[src/rtl/spi_pkg.sv]
// Shared SPI-lite definitions: default word width, receiver state encoding and
// bit-order constants used by both the RX deserializer and the TX shifter.
package spi_pkg;

    localparam int SPI_DATAWIDTH = 8;

    localparam logic SPI_LSB_FIRST = 1'b1;
    localparam logic SPI_MSB_FIRST = 1'b0;

    typedef enum logic {
        RX_IDLE  = 1'b0,
        RX_SHIFT = 1'b1
    } rx_state_e;

endpackage

[src/rtl/spi_bit_counter.sv]
// Modulo-DATAWIDTH bit counter shared by the SPI RX and TX paths.
// Clear has priority over increment; last_o flags the final bit position.
module spi_bit_counter
    import spi_pkg::*;
#(
    parameter int DATAWIDTH = SPI_DATAWIDTH,
    parameter int CNT_W     = $clog2(DATAWIDTH)
) (
    input  logic             clk_i,
    input  logic             rst_i,
    input  logic             inc,
    input  logic             clr,
    output logic [CNT_W-1:0] cnt_o,
    output logic             last_o
);

    localparam logic [CNT_W-1:0] CNT_LAST = CNT_W'(DATAWIDTH - 1);

    // NOTE: sequential state is always written with <= so every flop samples pre-edge values.
    always_ff @(posedge clk_i or posedge rst_i) begin
        if (rst_i) begin
            cnt_o <= '0;
        end else if (clr) begin
            cnt_o <= '0;
        end else if (inc) begin
            cnt_o <= (cnt_o == CNT_LAST) ? '0 : cnt_o + 1'b1;
        end
    end

    assign last_o = (cnt_o == CNT_LAST);

endmodule

[src/rtl/spi_rx_deserializer.sv]
// SPI-lite receive path: assembles sdi samples into DATAWIDTH-bit words and hands
// them to the APB side through a valid/ready holding register with sticky overrun.
module spi_rx_deserializer
    import spi_pkg::*;
#(
    parameter int DATAWIDTH = SPI_DATAWIDTH
) (
    input  logic                 clk_i,
    input  logic                 rst_i,
    input  logic                 sdi,
    input  logic                 sample_en,
    input  logic                 frame_i,
    input  logic                 sh_rl,
    output logic [DATAWIDTH-1:0] data_o,
    output logic                 valid_o,
    input  logic                 ready_i,
    output logic                 busy_o,
    output logic                 overrun_o,
    input  logic                 clr_ovr_i
);

    localparam int CNT_W = $clog2(DATAWIDTH);

    rx_state_e            state;
    logic                 frame_q;
    logic                 lsb_first;
    logic [DATAWIDTH-1:0] shift_reg;
    logic [DATAWIDTH-1:0] next_word;
    logic [CNT_W-1:0]     bit_cnt;
    logic                 cnt_last;
    logic                 frame_rise;
    logic                 shift_en;
    logic                 word_done;
    logic                 abort;

    assign frame_rise = frame_i && !frame_q;
    assign shift_en   = (state == RX_SHIFT) && frame_i && sample_en;
    assign word_done  = shift_en && cnt_last;
    assign abort      = (state == RX_SHIFT) && !frame_i;

    // NOTE: always_comb assigns a default first so no path can leave next_word unassigned (no latch).
    always_comb begin
        next_word = {shift_reg[DATAWIDTH-2:0], sdi};
        if (lsb_first == SPI_LSB_FIRST) begin
            next_word = {sdi, shift_reg[DATAWIDTH-1:1]};
        end
    end

    spi_bit_counter #(
        .DATAWIDTH (DATAWIDTH),
        .CNT_W     (CNT_W)
    ) u_bit_counter (
        .clk_i  (clk_i),
        .rst_i  (rst_i),
        .inc    (shift_en),
        .clr    (abort),
        .cnt_o  (bit_cnt),
        .last_o (cnt_last)
    );

    // Decoded straight from counter flops, so sdi has no path to busy_o.
    assign busy_o = |bit_cnt;

    always_ff @(posedge clk_i or posedge rst_i) begin
        if (rst_i) begin
            state     <= RX_IDLE;
            // Reset to 1 so a frame_i already high at reset release is not taken as a new frame.
            frame_q   <= 1'b1;
            lsb_first <= SPI_MSB_FIRST;
            shift_reg <= '0;
            data_o    <= '0;
            valid_o   <= 1'b0;
            overrun_o <= 1'b0;
        end else begin
            frame_q <= frame_i;

            case (state)
                RX_IDLE: begin
                    if (frame_rise) begin
                        state     <= RX_SHIFT;
                        lsb_first <= sh_rl;
                    end
                end
                RX_SHIFT: begin
                    if (!frame_i) begin
                        state     <= RX_IDLE;
                        shift_reg <= '0;
                    end else if (sample_en) begin
                        shift_reg <= next_word;
                    end
                end
                default: state <= RX_IDLE;
            endcase

            if (word_done && (!valid_o || ready_i)) begin
                data_o  <= next_word;
                valid_o <= 1'b1;
            end else if (valid_o && ready_i) begin
                valid_o <= 1'b0;
            end

            // A drop in the same cycle as a clear keeps the flag set.
            if (word_done && valid_o && !ready_i) begin
                overrun_o <= 1'b1;
            end else if (clr_ovr_i) begin
                overrun_o <= 1'b0;
            end
        end
    end

endmodule

[config.mk]
export PLATFORM = sky130hd
export DESIGN_NAME = spi_rx_deserializer
export DESIGN_NICKNAME = d
export VERILOG_FILES = /design/src/rtl/spi_pkg.sv /design/src/rtl/spi_bit_counter.sv /design/src/rtl/spi_rx_deserializer.sv
export SDC_FILE = /design/constraint.sdc
export NUM_CORES = 1
export LEC_CHECK = 0
export CAP_MARGIN = 20
export CORE_MARGIN = 10
export CORE_UTILIZATION = 30
export CTS_BUF_LIST = sky130_fd_sc_hd__clkbuf_4 sky130_fd_sc_hd__clkbuf_8
export CTS_CLUSTER_SIZE = 8
export DETAILED_ROUTE_END_ITERATION = 16
export GPL_TIMING_DRIVEN = 0
export SYNTH_ARGS = -nofsm -noshare
export SYNTH_HDL_FRONTEND = slang
export SYNTH_HIERARCHICAL = 1
export SYNTH_SLANG_ARGS = --single-unit
[constraint.sdc]
create_clock -name clk_i -period 3 [get_ports clk_i]
set_clock_uncertainty 0.15 [all_clocks]
set_input_delay 0.6 -clock clk_i [delete_from_list [all_inputs] [get_ports clk_i]]
set_output_delay 0.6 -clock clk_i [all_outputs]
set_load 0.02 [all_outputs]
==> impl_metrics.json <==
{
  "status": "finished, final reports clean",
  "hold_violations": 0,
  "hp-class": "in -> async",
  "path_buf_inv": 1,
  "layout_setup_ws_ns": 0.6255,
  "cp.depth": 2,
  "fill_cells": 324,
  "antenna_cells": 0,
  "std_cell_rows": 21,
  "vdd_drop_max_mv": 0.2877,
  "utilization": 0.3946,
  "io_buffers": 18,
  "grt_pass1_vias": 713,
  "cts_buffers": 3,
  "place_ws_ns": 0.7139,
  "cts_root_buffer": "clkbuf_4",
  "syn_area_mm2": 0.001070,
  "synth_nets": 92,
  "slowest_stage": "clkdlybuf4s50_1",
  "ys_seq_area_frac": 0.5626,
  "arrival_ns": 1.62,
  "whs_ns": 0.3362,
  "ff2ff_path_depth": 4,
  "ys_seq_elements": 24,
  "drtIter0Drc": 23,
  "antenna_left": 0,
  "synth_cells": 82,
  "placedCellCount": 146,
  "grt_usage": 0.06849,
  "fin_area_mm2": 0.001338,
  "yosysTopAreaCellShare": 0.5380,
  "post_cts_resized": 0,
  "clk_pin_slew_ns": 0.12,
  "synthToLayoutAreaGrowth_pct": 25.03,
  "gr-total-overflow": 0,
  "gp_congestion": 0.7276,
  "dpl.hpwl_um": 1508,
  "fp.coreArea_mm2": 0.003390,
  "dieWidth_um": 79.72,
  "nets": 115,
  "grt_pass1_wl_um": 3463,
  "num_vias": 664,
  "crit_type": "reg -> out",
  "worstPathRequired_ns": 2.25,
  "finalCriticalPeriod_ns": 2.375,
  "cp_cell_sequence": "or3_1, clkdlybuf4s50_1",
  "drive_gt1_frac": 0.1731,
  "clk-insertion-delay-late_ns": 0.31,
  "wl_per_cell_um": 13.09,
  "final_cells": 150,
  "p_leak_nw": 0.6738,
  "rrSetupSlack_ns": 1.41,
  "cts.sinks": 24,
  "rsz0062_at_grt": "no",
  "synth.avg_cell_area_um2": 13.05,
  "power.total_mw": 0.5753,
  "path_max_fanout": 3,
  "hold_buffers": 0,
  "grt_start_max_net_pins": 22,
  "h-tree-depth": 1,
  "place_area_mm2": 0.001308,
  "cts_buffer_depth": 2,
  "fin_crit_sh": 0.7915,
  "via_per_inst": 4.427,
  "drc": 0,
  "cts_setup_buffers": 0,
  "setup_viol_count_final": 0,
  "die_h_um": 79.72,
  "wl_um": 1963,
  "critPathMaxStageDelay_ns": 0.54,
  "slew_violations": 0,
  "boundaryPins": 19,
  "startpoint_type": "flop",
  "tritoncts": "done",
  "fmax_mhz": 421.1,
  "p_per_area_mw_per_mm2": 430.1,
  "final.setup.tns_ns": 0,
  "drtPass1Iterations": 4,
  "tightest_slew_ns": 0.7846,
  "crit_family": "buffers and inverters",
  "yosysTopAreaCell": "dfrtp_1",
  "slew_headroom": 0.4763,
  "cp-end-kind": "output pin",
  "yosysUniqueCellTypes": 22,
  "dieArea_mm2": 0.006354,
  "yosys-top-cells-area": "dfrtp_1 54%, mux2i_1 13%, o2bb2ai_1 4.9%",
  "maxCapViolations": 0,
  "synth_warnings": 6,
  "start_util": 0.3156,
  "antenna_found_initial": 0
}
[cells in the final DEF, fill, tap and decap left out]
master           count
mux2_4               2
clkdlybuf4s50_1     18
dfrtp_1             23
a22o_2               2
o22ai_1              1
nand3_4              2
mux2_2               3
a21oi_1              1
o21ai_2              1
or3b_1               1
buf_2                1
nand2_1              2
inv_1               11
nor2_1               3
o2bb2ai_1            6
nand2b_1             2
ha_1                 2
clkinv_2             1
mux2i_1             14
clkbuf_4             4
nor3_1               1
a21oi_2              1
or3_1                1
dfstp_2              1
[report_power, final]
| group | internal, mW | switching [mW] |
|---|---|---|
| logic | 0.0384 | 0.0423 |
| registers | 0.335 | 0.00811 |
| clock network | 0.0609 | 0.0902 |
| total | 0.435 | 0.141 |
[metal layers]
metal | routed length, µm | share of wire | vias up | track usage
met5 | 0 | 0 | - | 0
met4 | 31 | 0.016 | 0 | 0.02688
met3 | 140 | 0.071 | 2 | 0.02590
met2 | 875 | 0.45 | 20 | 0.1028
met1 | 915 | 0.47 | 315 | 0.08618
li1 | - | - | 327 | -
[path summary, 6_finish.rpt]
check                                             from                endpoint
worst min-delay path                             rst_i  u_bit_counter/cnt_o[2]
worst min register to register            shift_reg[7]            shift_reg[7]
min in group clk_i                        shift_reg[7]            shift_reg[7]
worst max register to register  u_bit_counter/cnt_o[0]               data_o[5]
worst max-delay path            u_bit_counter/cnt_o[1]                  busy_o
max in group asynchronous                        rst_i            shift_reg[2]
[worst reg2reg max path, stage by stage (launching register included)]
cell and delay, ns:
dfrtp_1 0.42, ha_1 0.21, ha_1 0.24, nand3_4 0.17, mux2_4 0.32
[synth_stat cells (all sizes together)]
cell     number
nor2          3
o21ai         1
nand2b        2
mux2i        14
o22ai         1
or3b          1
nor3          1
mux2          5
inv          11
dfrtp        23
or3           1
a22o          2
nand2         2
nand3         2
buf           1
clkinv        1
ha            2
a21oi         2
dfstp         1
o2bb2ai       6
[cells by family (layout without fill, tap and decap cells)]
group	Yosys count	in the layout	synth area share
AO/OA/AOI/OAI	12	12	0.09474
multiplexers	19	19	0.1906
adder cells (fa/ha/maj)	2	2	0.02339
buffers and inverters	13	35	0.04794
flip-flops	24	24	0.5626
AND/OR/NAND/NOR	12	12	0.08070
[area by class of cell]
cell class              count  area, µm²  share of cell area
repair buffers             18      180.2              0.1347
well taps                  46      57.56             0.04303
flip-flops and latches     24      601.8              0.4500
plain buffers               1      5.005            0.003742
inverters                  12      46.29             0.03461
clock buffers               4      30.03             0.02245
multi-input cells          45      416.7              0.3115
(Power assumes the default switching activity.)
